**config.mk**
```make
export PLATFORM = sky130hd
export DESIGN_NAME = axi_packet_rr_arbiter
export DESIGN_NICKNAME = d
export VERILOG_FILES = /design/src/rtl/axi_arb_pkg.sv /design/src/rtl/axi_arb_skid.sv /design/src/rtl/axi_packet_rr_arbiter.sv
export SDC_FILE = /design/constraint.sdc
export NUM_CORES = 1
export LEC_CHECK = 0
export BUFFER_PORTS_ARGS = -buffer_cell sky130_fd_sc_hd__clkbuf_2
export CORE_AREA = 2 2 132 134
export DETAILED_ROUTE_END_ITERATION = 6
export DIE_AREA = 0 0 134 136
export PLACE_DENSITY_LB_ADDON = 0.1
export SLEW_MARGIN = 20
export SYNTH_ARGS = -nofsm -noshare
export SYNTH_HDL_FRONTEND = slang
export SYNTH_SLANG_ARGS = --single-unit
export TNS_END_PERCENT = 30
```
**constraint.sdc**
```tcl
create_clock -name clk -period 3.18 [get_ports clk]
set_input_delay 0.318 -clock clk [delete_from_list [all_inputs] [get_ports clk]]
set_output_delay 0.318 -clock clk [all_outputs]
set_load 0.005 [all_outputs]
```
**src/rtl/axi_arb_pkg.sv**
```systemverilog
// Shared definitions for the packet round-robin arbiter: FSM encodings, sizing limits
// and the rotating priority encoder used to pick the next packet owner.
package axi_arb_pkg;

  localparam int MAX_INPUTS = 8;
  localparam int IDX_W      = 3;

  localparam logic [0:0] ST_IDLE = 1'b0;
  localparam logic [0:0] ST_BUSY = 1'b1;

  typedef logic [IDX_W-1:0] idx_t;

  // First set bit of req scanning upward from (last+1) with wrap at n.
  function automatic idx_t rr_pick(input logic [MAX_INPUTS-1:0] req,
                                   input idx_t                  last,
                                   input int                    n);
    idx_t win;
    logic found;
    int   idx;
    win   = '0;
    found = 1'b0;
    for (int i = 1; i <= MAX_INPUTS; i++) begin
      if (i <= n) begin
        idx = int'(last) + i;
        if (idx >= n) begin
          idx = idx - n;
        end
        if (!found && req[idx[IDX_W-1:0]]) begin
          win   = idx[IDX_W-1:0];
          found = 1'b1;
        end
      end
    end
    return win;
  endfunction

endpackage

```
**src/rtl/axi_arb_skid.sv**
```systemverilog
// Two-entry FIFO-ordered skid stage. s_space depends only on registered occupancy,
// so downstream ready never reaches the upstream ready combinationally.
module axi_arb_skid
  import axi_arb_pkg::*;
#(
  parameter int WIDTH = 65
) (
  input  logic             clk,
  input  logic             reset_n,
  input  logic [WIDTH-1:0] s_data,
  input  logic             s_valid,
  output logic             s_space,
  output logic [WIDTH-1:0] m_data,
  output logic             m_valid,
  input  logic             m_ready
);

  logic [1:0]       count_q, count_d;
  logic [WIDTH-1:0] out_q, out_d;
  logic [WIDTH-1:0] hold_q, hold_d;
  logic             valid_q, valid_d;
  logic             push, pop;

  assign s_space = (count_q != 2'd2);
  assign m_data  = out_q;
  assign m_valid = valid_q;

  always_comb begin
    push    = s_valid & s_space;
    pop     = valid_q & m_ready;
    count_d = count_q;
    out_d   = out_q;
    hold_d  = hold_q;
    if (push && !pop) begin
      if (count_q == 2'd0) begin
        out_d = s_data;
      end else begin
        hold_d = s_data;
      end
      count_d = count_q + 2'd1;
    end else if (!push && pop) begin
      if (count_q == 2'd2) begin
        out_d = hold_q;
      end
      count_d = count_q - 2'd1;
    end else if (push && pop) begin
      // Only reachable with one entry: the head leaves and the new beat takes its place.
      out_d = s_data;
    end
    valid_d = (count_d != 2'd0);
  end

  always_ff @(posedge clk or negedge reset_n) begin
    if (!reset_n) begin
      count_q <= 2'd0;
      out_q   <= '0;
      hold_q  <= '0;
      valid_q <= 1'b0;
    end else begin
      count_q <= count_d;
      out_q   <= out_d;
      hold_q  <= hold_d;
      valid_q <= valid_d;
    end
  end

endmodule

```
**src/rtl/axi_packet_rr_arbiter.sv**
```systemverilog
// Packet-atomic round-robin merge of NUM_INPUTS AXI streams into one, via a 2-entry skid.
// Define ARB_PRIO0_EN to give input 0 strict priority at each arbitration point.
module axi_packet_rr_arbiter
  import axi_arb_pkg::*;
#(
  parameter int NUM_INPUTS = 4,
  parameter int WIDTH      = 64
) (
  input  logic                        clk,
  input  logic                        reset_n,
  input  logic [NUM_INPUTS*WIDTH-1:0] i_tdata,
  input  logic [NUM_INPUTS-1:0]       i_tlast,
  input  logic [NUM_INPUTS-1:0]       i_tvalid,
  output logic [NUM_INPUTS-1:0]       i_tready,
  output logic [WIDTH-1:0]            o_tdata,
  output logic                        o_tlast,
  output logic                        o_tvalid,
  input  logic                        o_tready,
  output logic [NUM_INPUTS-1:0]       grant,
  output logic                        busy
);

  logic [0:0]            state_q, state_d;
  logic [NUM_INPUTS-1:0] grant_q, grant_d;
  idx_t                  last_q, last_d;

  logic [MAX_INPUTS-1:0] req;
  idx_t                  win;
  logic [WIDTH-1:0]      sel_data;
  logic                  sel_last;
  logic                  sel_valid;
  logic                  space;
  logic                  push;

  // grant_q is zero outside BUSY, so masking by it also gates ready in IDLE.
  assign i_tready = grant_q & {NUM_INPUTS{space}};
  assign grant    = grant_q;
  assign busy     = (state_q == ST_BUSY);
  assign push     = busy & sel_valid & space;

  always_comb begin
    sel_data  = '0;
    sel_last  = 1'b0;
    sel_valid = 1'b0;
    for (int i = 0; i < NUM_INPUTS; i++) begin
      if (grant_q[i]) begin
        sel_data  = i_tdata[i*WIDTH +: WIDTH];
        sel_last  = i_tlast[i];
        sel_valid = i_tvalid[i];
      end
    end
  end

  always_comb begin
    req                   = '0;
    req[NUM_INPUTS-1:0]   = i_tvalid;
`ifdef ARB_PRIO0_EN
    if (i_tvalid[0]) begin
      win = '0;
    end else begin
      win = rr_pick(req, last_q, NUM_INPUTS);
    end
`else
    win = rr_pick(req, last_q, NUM_INPUTS);
`endif
  end

  always_comb begin
    state_d = state_q;
    grant_d = grant_q;
    last_d  = last_q;
    case (state_q)
      ST_IDLE: begin
        if (|i_tvalid) begin
          state_d = ST_BUSY;
          last_d  = win;
          for (int i = 0; i < NUM_INPUTS; i++) begin
            grant_d[i] = (int'(win) == i);
          end
        end
      end
      ST_BUSY: begin
        // Owner keeps the grant through any tvalid gap until its tlast beat is taken.
        if (push && sel_last) begin
          state_d = ST_IDLE;
          grant_d = '0;
        end
      end
      default: begin
        state_d = ST_IDLE;
        grant_d = '0;
      end
    endcase
  end

  always_ff @(posedge clk or negedge reset_n) begin
    if (!reset_n) begin
      state_q <= ST_IDLE;
      grant_q <= '0;
      last_q  <= idx_t'(NUM_INPUTS - 1);
    end else begin
      state_q <= state_d;
      grant_q <= grant_d;
      last_q  <= last_d;
    end
  end

  axi_arb_skid #(
    .WIDTH (WIDTH + 1)
  ) u_skid (
    .clk     (clk),
    .reset_n (reset_n),
    .s_data  ({sel_last, sel_data}),
    .s_valid (push),
    .s_space (space),
    .m_data  ({o_tlast, o_tdata}),
    .m_valid (o_tvalid),
    .m_ready (o_tready)
  );

endmodule

```
# Word level (Yosys, flattened, before mapping)
# Index checks and enable logic that the tools add are counted.
# word_totals
register_bits	141
latch_bits	0
mem_bits_rw	0
mem_bits_ro	0
inputBits	267
output_inout_bits	75
word_cells	106
mem_count	0
# classes
addsub	10
multipliers	0
div_mod_pow	0
n_lt_le_gt_ge	8
n_eq_ne	9
shifts	0
muxes	44
n_bitwise	7
n_reduce_logical	21
# op_table
op	count
65-bit 2-to-1 mux	5
64-bit 2-to-1 mux	4
3-bit 2-to-1 mux	8
1-bit 2-to-1 mux	17
4-bit by 3-bit >= comparator with 1-bit output, second input constant	4
3-bit by 4-bit less-than comparator with 1-bit output, second input constant	4
1-bit binary-select mux with 3-bit select	4
3-bit subtractor, second input constant	4
3-bit by 2-bit adder with 4-bit output, second input constant	2
4-bit 2-to-1 mux	2
4-bit case mux with 2 select lines	1
1-bit logical AND	7
3-bit == test, second input constant	2
2-bit != test, second input constant	3
2-bit AND reduction	3
1-bit zero test	5
3-bit by 1-bit adder with 4-bit output, second input constant	1
3-bit by 3-bit adder with 4-bit output, second input constant	1
1-bit bitwise AND	4
4-bit bitwise AND	1
2-bit 2-to-1 mux	2
4-bit OR reduction	1
3-bit by 2-bit == test with 1-bit output, second input constant	1
3-bit zero test	1
other kinds (11)	12

# Depth between registers and ports, before layout
# Gate-level depths: netlist of run 1.
# depth
depth_word	18
ltp_mapped	9
ltp_nobuf	7

# By module
# Synthesis of run 1 repeated with hierarchy kept, for this count alone.
# hier_totals
cells_unflattened	829
hier_area_um2	8025.2
# by_module_without_submodules
module	n_inst	cells_each	area_per_inst_um2	seq_area_each_um2
axi_arb_skid	1	445	5615.4	3328.2
axi_packet_rr_arbiter	1	384	2409.8	202.7

# Worst setup path before layout of run 1
# OpenSTA, ideal clock, no wires.
# synth_path
kind	reg2reg
startpoint	register last_q[1]
endpoint	register grant_q[3] (netlist: grant[3])
setup_ns	0.066
arrival_time_ns	2.291
required_time_ns	3.114
setup_slack_ns	0.823
path_stages_with_launch	8
n_path_buf	1
period_less_slack_ns	2.357
path_cell_list	dfstp_2 clkbuf_1 inv_1 ha_1 mux4_2 o32a_1 a31oi_4 a32o_2
# synth_via
elab_chain_cells	18
word_cells_on_any_way	40
classes_between	8 x add/sub; 4 x order compare; 1 x eq/ne; 21 x mux; 6 x reduce/logical
# synth_rtl
element	line_no	text
start: declaration	axi_packet_rr_arbiter.sv:25	idx_t last_q, last_d;
start signal: assignment	axi_packet_rr_arbiter.sv:100	last_q <= idx_t'(NUM_INPUTS - 1);
start signal: assignment	axi_packet_rr_arbiter.sv:104	last_q <= last_d;
3-bit by 1-bit adder with 4-bit output	axi_arb_pkg.sv:24	idx = int'(last) + i;
4-bit by 3-bit >= comparator with 1-bit output / 3-bit subtractor (equally long branches)	axi_arb_pkg.sv:25, axi_arb_pkg.sv:26	
3-bit 2-to-1 mux	axi_arb_pkg.sv:25	if (idx >= n) begin
1-bit binary-select mux with 3-bit select	axi_arb_pkg.sv:28	if (!found && req[idx[IDX_W-1:0]]) begin
1-bit 2-to-1 mux (not written as such)	axi_arb_pkg.sv:28	
1-bit 2-to-1 mux	axi_arb_pkg.sv:28	
1-bit zero test	axi_arb_pkg.sv:28	
1-bit logical AND	axi_arb_pkg.sv:28	
(+2 left out)	n/a	
1-bit logical AND	axi_arb_pkg.sv:28	
1-bit 2-to-1 mux	axi_arb_pkg.sv:28	
1-bit zero test	axi_arb_pkg.sv:28	
1-bit logical AND	axi_arb_pkg.sv:28	
3-bit 2-to-1 mux (*)	axi_arb_pkg.sv:28	
3-bit == test (*)	axi_packet_rr_arbiter.sv:78	grant_d[i] = (int'(win) == i);
4-bit 2-to-1 mux (*)	axi_packet_rr_arbiter.sv:74	if (|i_tvalid) begin
4-bit case mux with 2 select lines (*)	axi_packet_rr_arbiter.sv:72	case (state_q)
end signal: assignment	axi_packet_rr_arbiter.sv:103	grant_q <= grant_d;
end: declaration	axi_packet_rr_arbiter.sv:24	logic [NUM_INPUTS-1:0] grant_q, grant_d;
# Mark *: on every way between the ends. The rest lies on a longest branch, timed or not. The select of a mux whose other input is x is not followed.
# A chain may end at the register's enable or synchronous reset.

# Worst setup path after layout of run 1
# layout_path
startpoint	register grant_q[1] (netlist: grant[1])
endpoint	register u_skid.out_q[25] (netlist: u_skid.m_data[25])
# layout_via
elab_chain_cells	10
word_cells_on_any_way	21
classes_between	2 x eq/ne; 10 x mux; 3 x bitwise; 6 x reduce/logical
# layout_rtl
element	line_no	text
1-bit 2-to-1 mux (3 in a row)	axi_packet_rr_arbiter.sv:46	if (grant_q[i]) begin
1-bit bitwise AND (2 in a row)	axi_packet_rr_arbiter.sv:39	assign push = busy & sel_valid & space;
1-bit bitwise AND	axi_arb_skid.sv:29	push = s_valid & s_space;
1-bit zero test	axi_arb_skid.sv:41	end else if (!push && pop) begin
1-bit logical AND	axi_arb_skid.sv:41	
3-bit by 2-bit != test with 1-bit output (no source line), or another cell as far along	n/a	
3-bit AND reduction (no source line) / 65-bit 2-to-1 mux (equally long branches)	n/a	
end signal: assignment	axi_arb_skid.sv:61	out_q <= out_d;
end: declaration	axi_arb_skid.sv:19	logic [WIDTH-1:0] out_q, out_d;
# Several ways; a longest one is shown, not always the timed one. The select of a mux whose other input is x is not followed.

==> results of run 1 <==
==> synth_stat cells (all sizes together), types with 2 or more instances <==
library cell / n
dfrtp: 139
nor2: 137
a21oi: 131
o21ai: 69
a22oi: 65
a221oi: 64
nor3: 64
clkbuf: 45
buf: 38
inv: 6
nor2b: 6
mux2i: 5
nand2b: 5
a31oi: 4
ha: 4
mux2: 3
nand2: 3
or2: 3
a211oi: 2
a221o: 2
a32o: 2
dfstp: 2
nand3: 2
nor3b: 2
==> flip-flops by register name, summed over array words and instances (netlist names) <==
signal and cells:
u_skid.hold_q 65, u_skid.m_valid 1, u_skid.count_q 2, busy 1
grant 4, last_q 3, u_skid.m_data 65
==> layout by cell type (no fill, tap or decap), types with 2 or more instances in the layout <==
master | synthesis | layout
ha_1 | 4 | 4
o21ai_0 | 45 | 45
nor2_1 | 137 | 137
dfstp_2 | 2 | 2
a221oi_1 | 64 | 64
a31oi_1 | 3 | 2
clkbuf_16 | 0 | 17
mux2i_1 | 5 | 5
a221o_1 | 2 | 2
nand2b_1 | 5 | 5
clkinvlp_4 | 0 | 2
bufinv_16 | 0 | 4
inv_6 | 0 | 5
a22oi_1 | 65 | 65
o21ai_1 | 23 | 23
clkinv_4 | 0 | 3
nor3_1 | 64 | 64
nand2_1 | 3 | 3
buf_12 | 0 | 4
dfrtp_2 | 0 | 2
a31oi_4 | 1 | 2
a21oi_1 | 131 | 131
nor3b_1 | 2 | 2
inv_1 | 6 | 5
mux2_2 | 3 | 3
nor2b_1 | 6 | 5
clkbuf_2 | 0 | 340
dfrtp_1 | 139 | 136
buf_4 | 5 | 12
==> stage by stage <==
step                      utilization (%)  instances  setup slack, ns  total power [W]  hold WS (ns)
final                               58.40       1356           0.5799          0.01004        0.1983
after floorplan                         -        824           0.8226         0.006353       0.02241
after global routing                58.40       1356           0.4272          0.01084        0.2054
after detailed placement            54.57       1323           0.6859         0.007928        0.4426
after CTS                           58.40       1356           0.6578          0.01009        0.1830
after global placement              54.57       1323           0.7590         0.007826        0.4387
==> cell families (layout without fill, tap and decap cells) <==
| family | count (synthesis) | count (layout) | synth area share [%] |
|---|---|---|---|
| buf+inv | 89 | 396 | 5.229 |
| compound gates | 348 | 348 | 30.42 |
| mux | 9 | 9 | 1.443 |
| fa+ha+maj | 4 | 4 | 0.6791 |
| flops | 141 | 141 | 47.91 |
| simple gates | 231 | 231 | 14.08 |
| xor+xnor | 2 | 2 | 0.2377 |
==> how the worst max path moves through the flow <==
stage | depth (start not counted) | endpoint
6_report | 6 | u_skid.m_data[25]
5_1_grt | 6 | u_skid.hold_q[0]
4_1_cts | 6 | u_skid.m_data[25]
3_5_place_dp | 6 | u_skid.m_data[25]
3_3_place_gp | 6 | grant[2]
2_1_floorplan | 7 | grant[3]
==> layer usage <==
| metal | share of wire, % | track usage (%) |
|---|---|---|
| met1 | 42 | 33.61 |
| met2 | 49 | 44.96 |
| met3 | 7.4 | 5.928 |
| met4 | 1.3 | 7.151 |
| met5 | 0 | 0 |
==> power by group through the flow <==
stage,clock [W],sequential (W),combinational [W]
final,0.00213,0.00325,0.00466
after global routing,0.00224,0.00335,0.00525
after CTS,0.00216,0.00325,0.00469
after detailed placement,0,0.00326,0.00467
after global placement,0,0.00324,0.00458
after floorplan,0,0.00310,0.00325
==> area by class of cell <==
class / count / area (um^2) / area share, %
clock buffers: 17 / 425.4 / 4.316
clock inverters: 15 / 210.2 / 2.133
repair buffers: 358 / 1893 / 19.21
well taps: 225 / 281.5 / 2.856
inverters: 6 / 22.52 / 0.2285
flip-flops and latches: 141 / 3537 / 35.89
multi-input cells: 594 / 3486 / 35.37
==> worst register-to-register path, delay by kind of cell (launching register included) <==
kind | cells | cell delay, ns
AND/OR/NAND/NOR | 2 | 1.03
buffers and inverters | 1 | 0.46
flip-flops | 1 | 0.58
AO/OA/AOI/OAI | 3 | 0.44
==> impl_metrics.toml, run 1 <==
[logic_synthesis]
synth_cells = 824
postSynthNetCount = 1095
synthFlopType = "dfrtp_1"
syn_area_mm2 = 0.007370
synth_top_cell_area_share_pct = 47.20
seq_area_frac_synth_pct = 47.91
async_flop_share_pct = 100.0
synth.avg_cell_area_um2 = 8.944
synthDistinctLibCells = 55
synth_seq_cells = 141
synth_top_area_cell = "dfrtp_1"
ys_warn_count = 0
synth-edff-count = 0
yosys-top-cells-area = "dfrtp_1 47%, a21oi_1 8.9%, a221oi_1 7.6%, nor2_1 7.0%, a22oi_1 6.6%"

[setup_path]
regToRegSetupSlack_ns = 0.58
critPathBufInv = 1
cpPeakStageDelay_ns = 0.81
worstReg2RegEnd = "u_skid.m_data[25]"
crit_chain = "nor2b_4, buf_4, a221oi_1, nor3_1, a21oi_1, o21ai_0"
start_kind = "flop"
critPathArrivalTime_ns = 2.94
required_ns = 3.52
crit_fanout = 38
critPathKind = "flop to flop"
reg2reg_depth = 6
rr_startpoint = "grant[1]"
cp-end-kind = "flop"
path_delay_family = "simple AND/OR/NAND/NOR gates"
startpoint = "grant[1]"
cp_slowest_cell = "nor2b_4"

[floorplan]
start_util_pct = 43.67
core_mm2 = 0.01688
fp.dieH_um = 136
fp.dieW_um = 134
fp.dieArea_mm2 = 0.01822
rows = 48
io_pins = 342

[status]
status = "complete, no violations"

[timing]
finalCriticalPeriod_ns = 2.600
slew_violations = 0
tightest_slew_ns = 0.9643
post-route-period-util_pct = 81.76
finClkSkew_ns = 0.006871
finalHoldViolCount = 0
setup_viol = 0
slew_headroom_pct = 35.57
fin_tns_setup_ns = 0
rsz0062_at_grt = "false"
fmax_mhz = 384.6

[finish]
final_cell_area_mm2 = 0.009856
fin_nets = 1389
diodes = 0
drive_gt1_share_pct = 36.43
fillers = 1560
area_delta_synth_final_pct = 33.74

[pwr]
leakage_nw = 4.664
p_sw_w = 0.004118
combPwrFrac_pct = 46.4
power.density_mw_per_mm2 = 1019
p_seq_share_pct = 32.4
p_clk_share_pct = 21.2
intPower_w = 0.005923
ir_drop_uv = 479.6
switching_share_pct = 41.01

[placement]
place.detailed.hpwl_um = 16800
globalplace.congestion = 0.8383
io_buffer_count = 341
placed_cell_area_mm2 = 0.009210

[global_route]
antenna_found_initial = 0
grt_max_degree = 131
grt_pass1_wl_um = 37520
grt_overflow = 0
grt_usage_pct = 26.26
grt_pass1_vias = 7132

[drt]
via_per_inst = 5.604
dr.first_iter.drc_count = 532
routed_wl_um = 24160
ant_nets = 0
dr_total_vias = 7599
wl_per_cell_um = 17.82
route.detailed.drc = 0
dr.pass1.iters = 5

[clocking]
cts-resized-gates = 0
clk_root_buffer_cell = "clkbuf_16"
htree_levels = 4
cts_tree = "built"
clockBufferDepth = 2
hold_buffers = 1
cts_setup_buffers = 0
clkSinkCount = 141
clk_pin_slew_ns = 0.06
numCtsBuffers = 17
clk_latency_ns = 0.42

[run]
maxCapViolations = 0

[worst_hold_path]
hold_class = "input pin to flop"
hp-start = "i_tdata[200]"
worstHoldEndpoint = "u_skid.m_data[8]"
whs_path_depth = 3
Power figures use the tool's default switching activity.
==> run 2: changes to the inputs <==
--- a/config.mk
+++ b/config.mk
@@ -6,9 +6,8 @@
 export NUM_CORES = 1
 export LEC_CHECK = 0
 export BUFFER_PORTS_ARGS = -buffer_cell sky130_fd_sc_hd__clkbuf_2
-export CORE_AREA = 2 2 132 134
+export CORE_UTILIZATION = 43
 export DETAILED_ROUTE_END_ITERATION = 6
-export DIE_AREA = 0 0 134 136
 export PLACE_DENSITY_LB_ADDON = 0.1
 export SLEW_MARGIN = 20
 export SYNTH_ARGS = -nofsm -noshare
==> constraint.sdc (replaced) <==
create_clock -name clk -period 2.17 [get_ports clk]
set_input_delay 0.217 -clock clk [delete_from_list [all_inputs] [get_ports clk]]
set_output_delay 0.217 -clock clk [all_outputs]
set_load 0.005 [all_outputs]
==> run 2 against run 1 <==
Sequential power grew 43%. Cell count rose by 0.52%. Clock power up 38%. Combinational power grew 54%. Global-route usage about the same. Sequential share of layout area fell by 0.48 points. Utilization is 1.6 points higher. Sequential cell count unchanged. Critical path type unchanged. Critical endpoint is now grant[2]. Non-clock buffer count is 12 higher.
==> impl_metrics.toml, run 2 (synthesized netlist as in run 1, its figures left out) <==
[placement]
globalplace.congestion = 0.8376
place.detailed.hpwl_um = 16420
io_buffer_count = 341

[clocking]
clk_pin_slew_ns = 0.06
clkSinkCount = 141
cts_tree = "built"
clk_root_buffer_cell = "clkbuf_16"
cts_setup_buffers = 0
numCtsBuffers = 17
clockBufferDepth = 2
htree_levels = 4
clk_latency_ns = 0.42

[timing]
finClkSkew_ns = 0.008500
finalHoldViolCount = 0
fmax_mhz = 474.5
setup_viol = 0
rsz0062_at_grt = "true"
post-route-period-util_pct = 97.11
slew_headroom_pct = 54.92
timing.hold.ws_ns = 0.09154
finalCriticalPeriod_ns = 2.107
slew_violations = 0
tightest_slew_ns = 0.6762

[setup_path]
critPathKind = "flop to flop"
critPathArrivalTime_ns = 2.46
regToRegSetupSlack_ns = 0.06
required_ns = 2.53
crit_chain = "buf_4, mux4_2, o32a_1, a31oi_4, a32o_1"
rr_startpoint = "last_q[0]"
cpPeakStageDelay_ns = 0.55
worstReg2RegEnd = "grant[2]"
cp-end-kind = "flop"
cp_slowest_cell = "dfstp_2"
reg2reg_depth = 5
start_kind = "flop"
crit_fanout = 10

[drt]
route.detailed.drc = 0
via_per_inst = 5.569
dr.pass1.iters = 5
dr.first_iter.drc_count = 414
routed_wl_um = 22830
dr_total_vias = 7590
ant_nets = 0
wl_per_cell_um = 16.75

[global_route]
grt_pass1_vias = 7289
grt_max_degree = 68
grt_pass1_wl_um = 36690
antenna_found_initial = 0
grt_overflow = 0
grt_usage_pct = 26.30

[floorplan]
io_pins = 342
rows = 47
fp.dieW_um = 132.9
core_mm2 = 0.01664
fp.dieArea_mm2 = 0.01767
start_util_pct = 44.28
fp.dieH_um = 132.9

[worst_hold_path]
worstHoldEndpoint = "u_skid.m_data[14]"
hold_class = "input pin to flop"
whs_path_depth = 3
hp-start = "i_tdata[206]"

[pwr]
p_clk_share_pct = 19.9
power.density_mw_per_mm2 = 1476
leakage_nw = 4.730
ir_drop_uv = 789.4
p_sw_w = 0.005943
power.total_w = 0.01474
p_seq_share_pct = 31.5
switching_share_pct = 40.32
intPower_w = 0.008796
combPwrFrac_pct = 48.7

[finish]
drive_gt1_share_pct = 37.10
area_delta_synth_final_pct = 35.53
fillers = 1530
final_cell_mix = "340 x clkbuf_2, 137 x nor2_1, 136 x dfrtp_1"
fin_util_pct = 60.02
mostFrequentLayoutCell = "clkbuf_2"
fin_nets = 1401
diodes = 0

[run]
maxCapViolations = 0

[status]
status = "complete, no violations"
## run 2: cell count changes in the layout (fill, tap and decap cells not counted), moves of 3 or more
cell | previous run | this run
buf_12 | 4 | 10
clkbuf_1 | 0 | 3
buf_4 | 12 | 18
clkinv_2 | 1 | 4
inv_6 | 5 | 0
## run 2: critical path, delay by kind of cell, from the launching register on
family                 cells  cell delay [ns]
DFF                        1             0.55
buffers and inverters      1             0.18
muxes                      1             0.54
AOI/OAI and AO/OA          3             0.77
## run 2: metrics by stage
step                setup WS, ns  setup TNS, ns  cells  cell area, um^2
floorplan                0.04274              0    824             7386
global placement          0.1193              0   1330             9382
finish                   0.06268              0   1363             9988
global route            -0.01288       -0.02385   1363             9988
CTS                      0.03863              0   1363             9985
detailed placement       0.05009              0   1330             9382
## run 2: power groups by stage
stage	Combinational (W)	Clock [W]	Sequential, W
global placement	0.00709	0	0.00462
detailed placement	0.00720	0	0.00467
CTS	0.00723	0.00297	0.00464
global route	0.00807	0.00308	0.00479
finish	0.00717	0.00293	0.00464
floorplan	0.00480	0	0.00455
## run 2: area by class of cell
type                    instances  area (um^2)  share of cell area (%)
clock buffers                  21        450.4                   4.510
clock inverters                11        142.6                   1.428
inverters                       6        22.52                  0.2255
multi-input cells             594         3502                   35.06
flip-flops and latches        141         3537                   35.41
well taps                     220        275.3                   2.756
repair buffers                370         2058                   20.61
## run 2: layer usage
| metal | part of all wire [%] | vias up | GRT usage, % |
|---|---|---|---|
| met2 | 49 | 283 | 45.03 |
| met4 | 2.0 | 0 | 9.642 |
| met1 | 42 | 3577 | 32.64 |
| met3 | 6.2 | 34 | 5.479 |
| li1 | - | 3696 | - |
| met5 | 0 | - | 0 |
## run 2: worst max path at each step
stage / startpoint / end / slack, ns / cells after the start
global route: last_q[0] / grant[2] / -0.01 / 7
global placement: last_q[0] / grant[3] / 0.12 / 6
detailed placement: last_q[0] / grant[2] / 0.05 / 6
finish: last_q[0] / grant[2] / 0.06 / 5
floorplan: last_q[0] / grant[3] / 0.04 / 7
CTS: last_q[0] / grant[2] / 0.04 / 6
## run 2: what timing repair did
| item | 4_1_cts | 5_1_grt |
|---|---|---|
| endpoints found under the hold margin | 53 | 0 |
| endpoints found under the setup margin | 0 | 6 |
| hold buffers | 1 | 0 |
| resized for setup | 0 | 3 |
==> run 3: changes to the inputs <==
--- a/config.mk
+++ b/config.mk
@@ -6,7 +6,7 @@
 export NUM_CORES = 1
 export LEC_CHECK = 0
 export BUFFER_PORTS_ARGS = -buffer_cell sky130_fd_sc_hd__clkbuf_2
-export CORE_UTILIZATION = 43
+export CORE_UTILIZATION = 30
 export DETAILED_ROUTE_END_ITERATION = 6
 export PLACE_DENSITY_LB_ADDON = 0.1
 export SLEW_MARGIN = 20
==> run 3 against run 2 <==
Hold slack lost 0.0028 ns. Clock skew increased by 0.0064 ns. Power hardly changed. Combinational power about the same. Sequential cell count stayed put. Register-to-register slack hardly changed. Utilization decreased by 17 points. Die area up 43%. Via count decreased by 1.8%.
==> impl_metrics.toml, run 3 (synthesized netlist as in run 1, its figures left out) <==
[setup_path]
rr_startpoint = "last_q[0]"
crit_fanout = 5
cp-end-kind = "flop"
worstReg2RegEnd = "grant[3]"
critPathKind = "flop to flop"
reg2reg_depth = 7
required_ns = 2.53
start_kind = "flop"
regToRegSetupSlack_ns = 0.05
critPathArrivalTime_ns = 2.47
crit_chain = "inv_1, ha_4, mux4_2, o21ai_2, or3_1, a31oi_4, a32o_2"
cp_slowest_cell = "dfstp_2"
cpPeakStageDelay_ns = 0.53

[placement]
globalplace.congestion = 0.8532
place_inst = 1429
io_buffer_count = 341
place.detailed.hpwl_um = 17660

[global_route]
antenna_found_initial = 0
grt_usage_pct = 19.60
grt_overflow = 0
grt_pass1_wl_um = 39530
grt_max_degree = 68
grt_pass1_vias = 7409

[floorplan]
core_mm2 = 0.02375
fp.dieW_um = 158.7
fp.dieH_um = 158.7
rows = 56
fp.dieArea_mm2 = 0.02520
start_util_pct = 31.03
io_pins = 342

[drt]
dr.pass1.iters = 4
via_per_inst = 5.094
routed_wl_um = 24470
wl_per_cell_um = 16.72
dr.first_iter.drc_count = 354
dr_total_vias = 7452
ant_nets = 0
route.detailed.drc = 0

[timing]
finClkSkew_ns = 0.01492
finalCriticalPeriod_ns = 2.116
slew_headroom_pct = 55.99
fmax_mhz = 472.5
slew_violations = 0
tightest_slew_ns = 0.6601
finalHoldViolCount = 0
post-route-period-util_pct = 97.53
setup_viol = 0
rsz0062_at_grt = "true"

[clocking]
cts-resized-gates = 0
clk_latency_ns = 0.42
clk_pin_slew_ns = 0.06
clk_root_buffer_cell = "clkbuf_16"
clkSinkCount = 141
clockBufferDepth = 2
htree_levels = 4
numCtsBuffers = 17
cts_tree = "built"

[finish]
drive_gt1_share_pct = 37.24
area_delta_synth_final_pct = 37.27
stdcell_count = 1463
final_cell_mix = "340 x clkbuf_2, 137 x nor2_1, 136 x dfrtp_1"
mostFrequentLayoutCell = "clkbuf_2"
fin_nets = 1402
diodes = 0

[worst_hold_path]
whs_path_depth = 3
hp-start = "i_tdata[199]"
worstHoldEndpoint = "u_skid.m_data[7]"
hold_class = "input pin to flop"

[status]
status = "complete, no violations"

[run]
maxCapViolations = 0

[pwr]
p_sw_w = 0.006036
switching_share_pct = 40.97
p_clk_share_pct = 20.0
ir_drop_uv = 552.6
combPwrFrac_pct = 48.6
power.total_w = 0.01473
leakage_nw = 4.727
intPower_w = 0.008696
p_seq_share_pct = 31.3
power.density_mw_per_mm2 = 1456
==> run 3: changes by cell type in the layout (fill, tap and decap cells not counted), moves of 2 or more <==
cell / before / now
inv_6: 0 / 4
clkbuf_1: 3 / 0
buf_4: 18 / 20
clkinv_4: 2 / 4
clkinv_2: 4 / 0
==> run 3: power groups by stage <==
| stage | logic (W) | registers, W | clock network, W |
|---|---|---|---|
| floorplan | 0.00480 | 0.00455 | 0 |
| global placement | 0.00719 | 0.00464 | 0 |
| detailed placement | 0.00725 | 0.00466 | 0 |
| CTS | 0.00729 | 0.00462 | 0.00305 |
| global route | 0.00812 | 0.00478 | 0.00314 |
| finish | 0.00717 | 0.00462 | 0.00295 |
==> run 3: final cells by class <==
class                      instances  area (um^2)
multi-input combinational        594         3498
inverter                           6        22.52
timing repair buffer             371         2053
tap                              319        399.1
clock inverter                    13        152.6
fill                            2395        13640
clock buffer                      19        452.9
sequential                       141         3537
==> run 3: how the worst max path moves through the flow <==
stage | from | endpoint | cells after the start
after global routing | last_q[0] | grant[1] | 7
after floorplan | last_q[0] | grant[3] | 7
after detailed placement | last_q[0] | grant[3] | 6
final | last_q[0] | grant[3] | 7
after global placement | last_q[0] | grant[3] | 6
after CTS | last_q[0] | grant[3] | 7
==> run 3: timing repair <==
action | in CTS | in global routing
setup buffers | 0 | 1
endpoints found under the hold margin | 46 | 0
hold buffers | 1 | 0
endpoints found under the setup margin | 0 | 58
==> run 3: critical path, delay by kind of cell (launching register included) <==
| kind | cells | cell delay [ns] |
|---|---|---|
| buf+inv | 1 | 0.09 |
| simple gates | 1 | 0.39 |
| mux | 1 | 0.25 |
| flops | 1 | 0.53 |
| fa+ha+maj | 1 | 0.28 |
| compound gates | 3 | 0.51 |
==> run 3: through the flow <==
| stage | setup slack (ns) | TNS [ns] | hold slack, ns | cell area (um^2) | util [%] |
|---|---|---|---|---|---|
| 2_1_floorplan | 0.04274 | 0 | -0.07859 | 7386 | - |
| 3_5_place_dp | 0.1001 | 0 | 0.2020 | 9493 | 39.97 |
| 5_1_grt | -0.006572 | -0.01185 | 0.09720 | 10120 | 42.59 |
| 6_report | 0.05368 | 0 | 0.08874 | 10120 | 42.59 |
| 3_3_place_gp | 0.07689 | 0 | 0.2059 | 9493 | 39.97 |
| 4_1_cts | 0.06800 | 0 | 0.07253 | 10110 | 42.56 |
==> run 3: metal layers <==
metal / routed length, um / up-vias / global-route usage [%]
met1: 10690 / 3476 / 24.33
met3: 1259 / 22 / 3.814
li1: - / 3704 / -
met5: 0 / - / 0
met4: 329 / 0 / 5.825
met2: 12190 / 250 / 34.15
